**config.mk**
```make
export PLATFORM = sky130hd
export DESIGN_NAME = irq_trap_ctrl_flat
export DESIGN_NICKNAME = d
export VERILOG_FILES = /design/src/rtl/riscv_csr_pkg.sv /design/src/rtl/irq_trap_ctrl_if.sv /design/src/rtl/irq_sync.sv /design/src/rtl/irq_trap_ctrl.sv /design/src/flat_wrapper.sv
export SDC_FILE = /design/constraint.sdc
export NUM_CORES = 1
export LEC_CHECK = 0
export BUFFER_PORTS_ARGS = -buffer_cell sky130_fd_sc_hd__buf_2
export CORE_ASPECT_RATIO = 1.5
export CORE_UTILIZATION = 39
export CTS_CLUSTER_SIZE = 14
export DETAILED_ROUTE_END_ITERATION = 6
export PLACE_DENSITY = 0.69
export REMOVE_ABC_BUFFERS = 1
export SLEW_MARGIN = 10
export SYNTH_ARGS = -nofsm -noshare
export SYNTH_HDL_FRONTEND = slang
export SYNTH_SLANG_ARGS = --single-unit
```
**constraint.sdc**
```tcl
create_clock -name clk -period 17.6 [get_ports clk]
set_input_delay 4.4 -clock clk [delete_from_list [all_inputs] [get_ports clk]]
set_output_delay 4.4 -clock clk [all_outputs]
set_load 0.1 [all_outputs]
```
**src/rtl/riscv_csr_pkg.sv**
```systemverilog
// Machine-mode CSR addresses, mstatus bit positions and trap FSM states
// shared by the interrupt/trap controller.
package riscv_csr_pkg;
  localparam logic [11:0] CSR_MSTATUS = 12'h300;
  localparam logic [11:0] CSR_MIE     = 12'h304;
  localparam logic [11:0] CSR_MTVEC   = 12'h305;
  localparam logic [11:0] CSR_MEPC    = 12'h341;
  localparam logic [11:0] CSR_MCAUSE  = 12'h342;
  localparam logic [11:0] CSR_MIP     = 12'h344;

  localparam int MSTATUS_MIE    = 3;
  localparam int MSTATUS_MPIE   = 7;
  localparam int MSTATUS_MPP_LO = 11;
  localparam int MSTATUS_MPP_HI = 12;

  // Interrupt line i reports as cause (IRQ_CAUSE_BASE + i) and lives at mie/mip bit 16+i.
  localparam int IRQ_CAUSE_BASE = 16;

  typedef enum logic {ST_IDLE, ST_FLUSH} trap_state_e;
endpackage

```
**src/rtl/irq_trap_ctrl_if.sv**
```systemverilog
// Core <-> trap controller signal bundle; the core side is master,
// the controller is slave.
interface irq_trap_ctrl_if #(
  parameter int XLEN  = 64,
  parameter int N_IRQ = 4
);
  logic [N_IRQ-1:0] irq_in;
  logic [N_IRQ-1:0] irq_ack;
  logic             retire_valid;
  logic [XLEN-1:0]  retire_pc;
  logic             mret;
  logic             csr_we;
  logic             csr_re;
  logic [11:0]      csr_addr;
  logic [XLEN-1:0]  csr_wdata;
  logic [XLEN-1:0]  csr_rdata;
  logic             csr_illegal;
  logic             redirect_valid;
  logic [XLEN-1:0]  redirect_pc;
  logic             flush;
  logic             in_trap;

  modport master (
    output irq_in, retire_valid, retire_pc, mret, csr_we, csr_re, csr_addr, csr_wdata,
    input  irq_ack, csr_rdata, csr_illegal, redirect_valid, redirect_pc, flush, in_trap
  );
  modport slave (
    input  irq_in, retire_valid, retire_pc, mret, csr_we, csr_re, csr_addr, csr_wdata,
    output irq_ack, csr_rdata, csr_illegal, redirect_valid, redirect_pc, flush, in_trap
  );
endinterface

```
**src/rtl/irq_sync.sv**
```systemverilog
// N-bit two-flop synchroniser with asynchronous clear for raw interrupt lines.
module irq_sync #(
  parameter int W = 4
) (
  input  logic         clk,
  input  logic         rst,
  input  logic [W-1:0] d_i,
  output logic [W-1:0] q_o
);
  logic [W-1:0] meta_q, sync_q;

  always_ff @(posedge clk or posedge rst) begin
    if (rst) begin
      meta_q <= '0;
      sync_q <= '0;
    end else begin
      meta_q <= d_i;
      sync_q <= meta_q;
    end
  end

  assign q_o = sync_q;
endmodule

```
**src/rtl/irq_trap_ctrl.sv**
```systemverilog
// Machine-mode interrupt/trap controller: CSR file, lowest-index interrupt
// arbitration, direct/vectored trap entry, mret return and post-redirect flush.
module irq_trap_ctrl
  import riscv_csr_pkg::*;
#(
  parameter int              XLEN         = 64,
  parameter int              N_IRQ        = 4,
  parameter int              FLUSH_CYCLES = 1,
  parameter logic [XLEN-1:0] MTVEC_RESET  = '0
) (
  input logic            clk,
  input logic            reset,
  irq_trap_ctrl_if.slave bus
);
  localparam int              CW  = (FLUSH_CYCLES > 1) ? $clog2(FLUSH_CYCLES) : 1;
  localparam logic [XLEN-1:0] LO2 = XLEN'(3);
  localparam logic [XLEN-1:0] MSB = {1'b1, {(XLEN-1){1'b0}}};

  trap_state_e      state_q;
  logic [CW-1:0]    cnt_q;
  logic [N_IRQ-1:0] mip, mie_q, pend, ack_d, irq_ack_q;
  logic             mstatus_mie_q, mpie_q, in_trap_q, mtvec_mode_q, redirect_valid_q, flush_q;
  logic [XLEN-1:0]  mtvec_base_q, mepc_q, mcause_q, redirect_pc_q, trap_pc_d, cause_d, rdata_d;
  logic [4:0]       win;
  logic             idle, take, do_ret, wr, legal;

  irq_sync #(.W(N_IRQ)) u_sync (.clk(clk), .rst(reset), .d_i(bus.irq_in), .q_o(mip));

  assign idle   = (state_q == ST_IDLE);
  assign pend   = mip & mie_q;
  assign do_ret = idle & bus.retire_valid & bus.mret;
  assign take   = idle & bus.retire_valid & ~bus.mret & mstatus_mie_q & (|pend);
  assign wr     = idle & bus.csr_we;

  // Scan high-to-low so the lowest pending index is the last (winning) assignment.
  always_comb begin
    win = '0;
    for (int i = N_IRQ - 1; i >= 0; i--)
      if (pend[i]) win = 5'(i);
  end

  assign ack_d     = N_IRQ'(1) << win;
  assign cause_d   = XLEN'(IRQ_CAUSE_BASE) + XLEN'(win);
  assign trap_pc_d = mtvec_mode_q ? mtvec_base_q + (cause_d << 2) : mtvec_base_q;

  always_comb begin
    rdata_d = '0;
    legal   = 1'b1;
    case (bus.csr_addr)
      CSR_MSTATUS: begin
        rdata_d[MSTATUS_MIE]                   = mstatus_mie_q;
        rdata_d[MSTATUS_MPIE]                  = mpie_q;
        rdata_d[MSTATUS_MPP_HI:MSTATUS_MPP_LO] = 2'b11;
      end
      CSR_MIE:    rdata_d = XLEN'(mie_q) << IRQ_CAUSE_BASE;
      CSR_MTVEC:  rdata_d = mtvec_base_q | XLEN'(mtvec_mode_q);
      CSR_MEPC:   rdata_d = mepc_q;
      CSR_MCAUSE: rdata_d = mcause_q;
      CSR_MIP:    rdata_d = XLEN'(mip) << IRQ_CAUSE_BASE;
      default:    legal   = 1'b0;
    endcase
  end

  assign bus.csr_rdata      = rdata_d;
  assign bus.csr_illegal    = (bus.csr_we | bus.csr_re) & ~legal;
  assign bus.redirect_valid = redirect_valid_q;
  assign bus.redirect_pc    = redirect_pc_q;
  assign bus.flush          = flush_q;
  assign bus.irq_ack        = irq_ack_q;
  assign bus.in_trap        = in_trap_q;

  // CSR writes come first so trap/mret updates below override them on the same register.
  always_ff @(posedge clk or posedge reset) begin
    if (reset) begin
      state_q          <= ST_IDLE;
      cnt_q            <= '0;
      mie_q            <= '0;
      mstatus_mie_q    <= 1'b0;
      mpie_q           <= 1'b0;
      mtvec_base_q     <= MTVEC_RESET & ~LO2;
      mtvec_mode_q     <= (MTVEC_RESET[1:0] == 2'd1);
      mepc_q           <= '0;
      mcause_q         <= '0;
      in_trap_q        <= 1'b0;
      redirect_valid_q <= 1'b0;
      redirect_pc_q    <= '0;
      flush_q          <= 1'b0;
      irq_ack_q        <= '0;
    end else begin
      redirect_valid_q <= 1'b0;
      irq_ack_q        <= '0;
      if (wr) begin
        case (bus.csr_addr)
          CSR_MSTATUS: begin
            mstatus_mie_q <= bus.csr_wdata[MSTATUS_MIE];
            mpie_q        <= bus.csr_wdata[MSTATUS_MPIE];
          end
          CSR_MIE:    mie_q <= bus.csr_wdata[IRQ_CAUSE_BASE +: N_IRQ];
          CSR_MTVEC: begin
            mtvec_base_q <= bus.csr_wdata & ~LO2;
            mtvec_mode_q <= (bus.csr_wdata[1:0] == 2'd1);
          end
          CSR_MEPC:   mepc_q   <= bus.csr_wdata & ~LO2;
          CSR_MCAUSE: mcause_q <= bus.csr_wdata;
          default: ;
        endcase
      end
      case (state_q)
        ST_IDLE: begin
          if (do_ret) begin
            mstatus_mie_q    <= mpie_q;
            mpie_q           <= 1'b1;
            in_trap_q        <= 1'b0;
            redirect_valid_q <= 1'b1;
            redirect_pc_q    <= mepc_q;
            state_q          <= ST_FLUSH;
            flush_q          <= 1'b1;
            cnt_q            <= CW'(FLUSH_CYCLES - 1);
          end else if (take) begin
            mepc_q           <= bus.retire_pc & ~LO2;
            mcause_q         <= cause_d | MSB;
            mpie_q           <= mstatus_mie_q;
            mstatus_mie_q    <= 1'b0;
            in_trap_q        <= 1'b1;
            irq_ack_q        <= ack_d;
            redirect_valid_q <= 1'b1;
            redirect_pc_q    <= trap_pc_d;
            state_q          <= ST_FLUSH;
            flush_q          <= 1'b1;
            cnt_q            <= CW'(FLUSH_CYCLES - 1);
          end
        end
        ST_FLUSH: begin
          if (cnt_q == '0) begin
            state_q <= ST_IDLE;
            flush_q <= 1'b0;
          end else begin
            cnt_q <= cnt_q - 1'b1;
          end
        end
      endcase
    end
  end
endmodule

```
**src/flat_wrapper.sv**
```systemverilog
// flat-port wrapper written by rule: the top's interface ports become plain ports
module irq_trap_ctrl_flat import riscv_csr_pkg::*;
#(
  parameter int              XLEN         = 64,
  parameter int              N_IRQ        = 4,
  parameter int              FLUSH_CYCLES = 1,
  parameter logic [XLEN-1:0] MTVEC_RESET  = '0
)
  (clk, reset, bus_irq_in, bus_retire_valid, bus_retire_pc, bus_mret, bus_csr_we, bus_csr_re, bus_csr_addr, bus_csr_wdata, bus_irq_ack, bus_csr_rdata, bus_csr_illegal, bus_redirect_valid, bus_redirect_pc, bus_flush, bus_in_trap);
  irq_trap_ctrl_if #(.XLEN(XLEN), .N_IRQ(N_IRQ)) bus_i ();
  input logic clk;
  input logic reset;
  input wire logic [$bits(bus_i.irq_in)-1:0] bus_irq_in;
  input wire logic [$bits(bus_i.retire_valid)-1:0] bus_retire_valid;
  input wire logic [$bits(bus_i.retire_pc)-1:0] bus_retire_pc;
  input wire logic [$bits(bus_i.mret)-1:0] bus_mret;
  input wire logic [$bits(bus_i.csr_we)-1:0] bus_csr_we;
  input wire logic [$bits(bus_i.csr_re)-1:0] bus_csr_re;
  input wire logic [$bits(bus_i.csr_addr)-1:0] bus_csr_addr;
  input wire logic [$bits(bus_i.csr_wdata)-1:0] bus_csr_wdata;
  output wire logic [$bits(bus_i.irq_ack)-1:0] bus_irq_ack;
  output wire logic [$bits(bus_i.csr_rdata)-1:0] bus_csr_rdata;
  output wire logic [$bits(bus_i.csr_illegal)-1:0] bus_csr_illegal;
  output wire logic [$bits(bus_i.redirect_valid)-1:0] bus_redirect_valid;
  output wire logic [$bits(bus_i.redirect_pc)-1:0] bus_redirect_pc;
  output wire logic [$bits(bus_i.flush)-1:0] bus_flush;
  output wire logic [$bits(bus_i.in_trap)-1:0] bus_in_trap;
  assign bus_i.irq_in = bus_irq_in;
  assign bus_i.retire_valid = bus_retire_valid;
  assign bus_i.retire_pc = bus_retire_pc;
  assign bus_i.mret = bus_mret;
  assign bus_i.csr_we = bus_csr_we;
  assign bus_i.csr_re = bus_csr_re;
  assign bus_i.csr_addr = bus_csr_addr;
  assign bus_i.csr_wdata = bus_csr_wdata;
  assign bus_irq_ack = bus_i.irq_ack;
  assign bus_csr_rdata = bus_i.csr_rdata;
  assign bus_csr_illegal = bus_i.csr_illegal;
  assign bus_redirect_valid = bus_i.redirect_valid;
  assign bus_redirect_pc = bus_i.redirect_pc;
  assign bus_flush = bus_i.flush;
  assign bus_in_trap = bus_i.in_trap;
  irq_trap_ctrl #(.XLEN(XLEN), .N_IRQ(N_IRQ), .FLUSH_CYCLES(FLUSH_CYCLES), .MTVEC_RESET(MTVEC_RESET)) u_core (.clk(clk), .reset(reset), .bus(bus_i));
endmodule
```
# --- After elaboration in Yosys (flattened, before gate mapping) ---
# Index checks and enable logic that the tools add are counted.
op_classes:
  reduce_logical: 7
  n_bitwise: 13
  mux: 52
  n_eq_ne: 9
  addsub: 3
  n_shift: 1
op_table:
  columns: ["op", "n"]
  rows:
  - ["two-way mux 64 bit", 13]
  - ["case mux 51 bit (5 select lines)", 1]
  - ["equality test 12 x 10 -> 1 bit, second input constant", 6]
  - ["adder 64 bit", 1]
  - ["OR 64 x 1 -> 64 bit", 1]
  - ["case mux 3 bit (3 select lines)", 3]
  - ["two-way mux 1 bit", 22]
  - ["two-way mux 5 bit", 3]
  - ["two-way mux 4 bit", 3]
  - ["case mux 1 bit (4 select lines)", 2]
  - ["case mux 2 bit (4 select lines)", 1]
  - ["AND reduction 2 bit", 4]
  - ["bitwise AND 1 bit", 7]
  - ["adder 5 x 5 -> 6 bit, first input constant", 1]
  - ["case mux 1 bit (2 select lines)", 3]
  - ["OR reduction 6 bit", 1]
  - ["<< shifter 1 x 5 -> 4 bit, first input constant", 1]
  - ["bitwise AND 4 bit", 1]
  - ["OR reduction 4 bit", 1]
  - ["!= test 3 bit, second input constant", 1]
  - ["inverter 1 bit", 3]
  - ["equality test 2 x 1 -> 1 bit, second input constant", 1]
  - ["two-way mux 2 bit", 1]
  - ["!= test 2 bit, second input constant", 1]
  - ["other kinds (3)", 3]
word_totals:
  inputBits: 150
  output_inout_bits: 136
  elab_cells: 101
  reg_bits: 278

# --- Depth between registers and ports, before layout ---
depth:
  ltp_word: 10
  depth_mapped: 11
  mapped_depth_nobuf: 10

# --- Hierarchy ---
# A second synthesis with hierarchy kept.
hier_totals:
  hier_cells: 1400
  area_unflattened_um2: 13609.3
modules_own_cells:
  columns: ["mod", "area_each_um2", "n_inst", "seq_area_each_um2", "cells_each"]
  rows:
  - ["irq_trap_ctrl", 13405.4, 1, 6706.4, 1391]
  - ["irq_sync", 203.9, 1, 200.2, 9]

# --- Least setup slack after synthesis ---
# OpenSTA, ideal clock, no wires.
synth_timing:
  path_kind: "input port to output port"
  start: "in bus_csr_addr[6]"
  end: "out bus_csr_illegal"
  t_arrival_ns: 7.448
  t_required_ns: 13.200
  stages: 5
  path_buffers: 1
  path_slack_ns: 5.752
  path_cell_list: "clkbuf_1 > nor2b_1 > and3_1 > or4_1 > nor3_1"
synth_via:
  elab_chain_len: 5
  elab_cells_between_ends: 10
  classes_between: "6 x eq/ne; 1 x mux; 2 x bitwise; 1 x reduce/logical"
synth_lines:
  columns: ["element", "line", "source"]
  rows:
  - ["start: declaration", "flat_wrapper.sv:19", "input wire logic [$bits(bus_i.csr_addr)-1:0] bus_csr_addr;"]
  - ["equality test 12 x 10 -> 1 bit", "irq_trap_ctrl.sv:49", "case (bus.csr_addr)"]
  - ["OR reduction 6 bit (no source line) *", null, null]
  - ["two-way mux 1 bit *", "irq_trap_ctrl.sv:49", null]
  - ["inverter 1 bit *", "irq_trap_ctrl.sv:65", "assign bus.csr_illegal = (bus.csr_we | bus.csr_re) & ~legal;"]
  - ["bitwise AND 1 bit *", "irq_trap_ctrl.sv:65", null]
  - ["end: declaration", "flat_wrapper.sv:23", "output wire logic [$bits(bus_i.csr_illegal)-1:0] bus_csr_illegal;"]
# Every way passes the cells marked *; elsewhere a longest branch is shown, timed or not.

# --- Final worst setup path ---
layout_timing:
  start: "in bus_csr_addr[3]"
  end: "out bus_csr_rdata[10]"
layout_via:
  elab_chain_len: 2
  elab_cells_between_ends: 4
  classes_between: "3 x eq/ne; 1 x mux"
layout_lines:
  columns: ["element", "line", "source"]
  rows:
  - ["equality test 12 x 10 -> 1 bit", "irq_trap_ctrl.sv:49", null]
  - ["case mux 3 bit (3 select lines) *", "irq_trap_ctrl.sv:49", null]
  - ["end: declaration", "flat_wrapper.sv:22", "output wire logic [$bits(bus_i.csr_rdata)-1:0] bus_csr_rdata;"]
# Marks and branches as above.

==> results_dict.tcl <==
set metrics [dict create \
    status "finished, violations left" \
    violations "design-rule violations" \
    initial_core_util 0.397 \
    cts_buffer_depth 3 \
    path_cells "buf_2 > or4_1 > nor3_2 > and4b_2 > buf_4 > a222oi_1 > inv_1 > buf_2" \
    path_common_cell "buf_2" \
    ys_seq_area_frac 0.496 \
    min_from "u_core.u_sync.meta_q[2]" \
    cts_made_buffers 29 \
    place.gp.congestion 0.842 \
    timing.critical_path.from_type "input pin" \
    power_uw 1420 \
    die_area_mm2 0.0365 \
    die_width_um 156 \
    async_flop_share 1.00 \
    slowest_stage "buf_4" \
    critPathArrivalTime_ps 7270 \
    slowest_delay_ps 780 \
    crit_required_ps 13200 \
    min_path_cells 0 \
    crit_start "bus_csr_addr[3]" \
    layout_commonest_cell "nand2_1" \
    yosysUniqueCellTypes 58 \
    synth.avg_cell_area_um2 9.68 \
    worstMarginPinSlew_ps 1110 \
    final-seq-area_mm2 0.00691 \
    dr_total_vias 12286 \
    dr.pass1.iters 7 \
    crit_path_end "bus_csr_rdata[10]" \
    yosys.area.top_type "dfrtp_1" \
    maxSlewViolCount 0 \
    p_leak_uw 0.00800 \
    cts_hold_buf 0 \
    grt_max_degree 126 \
    row_count 84 \
    gr-total-overflow 0 \
    fmax_ghz 0.0857 \
    maxCapViolations 0 \
    syn_inst 1440 \
    ys_warn_count 0 \
    fillers 3363 \
    dp_hpwl_mm 27.8 \
    portBuffers 283 \
    synth_top_family_by_area "simple AND/OR/NAND/NOR gates" \
    multiInputGateArea_mm2 0.00632 \
    h-tree-depth 1 \
    synthAdderAreaFrac 0.00251 \
    rrSetupSlack_ps 13960 \
    critPathBufInv 4 \
    cts_setup_buffers 0 \
    area_growth_pct 19.2 \
    rr_worst_depth 10 \
    die_h_um 233 \
    fin_crit_ps 11670 \
    r2r-start "u_core.u_sync.q_o[2]" \
    cts_root_buf "clkbuf_16" \
    critical_path_class "in -> out" \
    ant_nets 0 \
    vias_per_cell 5.68 \
    synth_edf_count 0 \
    synthXorXnorAreaFrac 0.0383 \
    r2r_end "u_core.bus.redirect_pc[55]" \
    timing.final.crit_share 0.663 \
    core_mm2 0.0351 \
    drc_errors 13 \
    synth_simple_gate_area_share 0.165 \
    cts_tree "yes" \
    drive_above_1_share 0.268 \
    io_pins 286 \
    critPathMaxFanout 65 \
    ctsResizeCount 0 \
    fin_tns_setup_ps 0 \
    wl_per_cell_um 21.1 \
    synth-compound-area-share 0.144 \
    synthFlopType "dfrtp_1" \
    end_kind "primary output" \
    hold_class "reg -> reg" \
    insertion_delay_ps 560 \
    most-common-layout-cells "nand2_1 (300), buf_2 (283), dfrtp_1 (276)" \
    drtIter0Drc 1132 \
    finalSetupViolCount 0 \
    timing.clock.skew_ps 12.2 \
    relSlewSlack 0.260 \
    rsz0062_at_grt "no" \
    grt_usage 0.246 \
    hold_violations 0 \
    netlist_top_cells_area "dfrtp_1 (50%), nand2_1 (8.1%), mux2_2 (5.3%), mux2i_1 (4.8%), a222oi_1 (4.4%)" \
    irDropWorstVdd_uv 76.3 \
    netlist_area_mm2 0.0139 \
    grt_pass1_wl_mm 68.9 \
    synth-seq-cells 276 \
    grt_pass1_vias 12177 \
    synth.mux.area_fraction 0.101 \
    clock_sinks 276 \
    drt-total-wl_mm 45.7 \
    cp.depth 8 \
    antenna_found_initial 2 \
    synth_top_area_frac 0.496 \
    nets 1819 \
    path_delay_family "buffers and inverters" \
    cts.clk_slew.worst_paths_ps 60 \
    power_density_mw_per_mm2 85.3 \
    final_util 0.473 \
]
-- where the power goes --
group	total (uW)	leakage [uW]	internal (uW)	switching [uW]
Combinational	130	0.00376	28.5	102
Sequential	657	0.00376	647	9.94
Clock	630	0.000473	369	260
-- per-stage QoR --
step	hold WS [ps]	instance area, um^2	setup slack, ps	std cells
after floorplan	331	13400	2250	1333
after CTS	363	16600	5980	2161
after global placement	346	15600	6020	2109
final	362	16600	5930	2163
after global routing	376	16600	5830	2163
after detailed placement	341	15600	5990	2109
-- metal layers --
layer | vias to the layer above | GRT usage | wire [um]
li1 | 5523 | - | -
met1 | 6115 | 0.300 | 17900
met2 | 552 | 0.433 | 23200
met3 | 96 | 0.0286 | 2890
met4 | 0 | 0.113 | 1760
met5 | - | 0 | 0
-- Yosys cell counts (22+ instances only) --
cell type,number
mux2_2,65
xnor2_1,29
nand3_1,22
nand2_1,302
nor2_1,26
xor2_1,32
nand4_1,24
o21ai_1,24
a222oi_1,61
mux2i_1,67
and3_1,47
dfrtp_1,276
a21oi_1,105
clkbuf_1,68
inv_1,63
o21ai_0,77
-- worst register-to-register path, delay by kind of cell, from the launching register on --
| family | cells | cell delay [ps] |
|---|---|---|
| AO/OA/AOI/OAI | 4 | 1360 |
| XOR/XNOR | 1 | 120 |
| adder cells (fa/ha/maj) | 1 | 320 |
| flip-flops | 1 | 430 |
| AND/OR/NAND/NOR | 4 | 1250 |
-- flip-flops by register name (all words and copies together) (netlist names) --
| register | cells |
|---|---|
| u_core.mtvec_base_q | 62 |
| u_core.bus.irq_ack | 4 |
| u_core.bus.in_trap | 1 |
| u_core.mstatus_mie_q | 1 |
| u_core.bus.flush | 1 |
| u_core.u_sync.meta_q | 4 |
| u_core.bus.redirect_valid | 1 |
| u_core.bus.redirect_pc | 64 |
| u_core.mpie_q | 1 |
| u_core.mcause_q | 64 |
| u_core.mie_q | 4 |
| u_core.mepc_q | 64 |
| u_core.mtvec_mode_q | 1 |
| u_core.u_sync.q_o | 4 |
-- cell type report --
class | count | area share
antenna | 2 | 0.000301
clock buffer | 43 | 0.0523
clock inverter | 9 | 0.00640
sequential | 276 | 0.416
multi-input combinational | 993 | 0.380
timing repair buffer | 303 | 0.0943
tap | 473 | 0.0356
inverter | 64 | 0.0149
-- worst min-delay path by stage --
| stage | endpoint | slack, ps |
|---|---|---|
| 4_1_cts | u_core.u_sync.q_o[2] | 360 |
| 5_1_grt | u_core.u_sync.q_o[2] | 380 |
| 2_1_floorplan | u_core.u_sync.q_o[0] | 330 |
| 3_3_place_gp | u_core.u_sync.q_o[2] | 350 |
| 3_5_place_dp | u_core.u_sync.q_o[2] | 340 |
| 6_report | u_core.u_sync.q_o[2] | 360 |
-- cell families after synthesis --
logic type | count (synthesis)
AND/OR/NAND/NOR | 488
buffers and inverters | 171
adder cells (fa/ha/maj) | 3
multiplexers | 132
AO/OA/AOI/OAI | 309
XOR/XNOR | 61
flip-flops | 276
No activity file was read; power rests on OpenSTA's default activity.
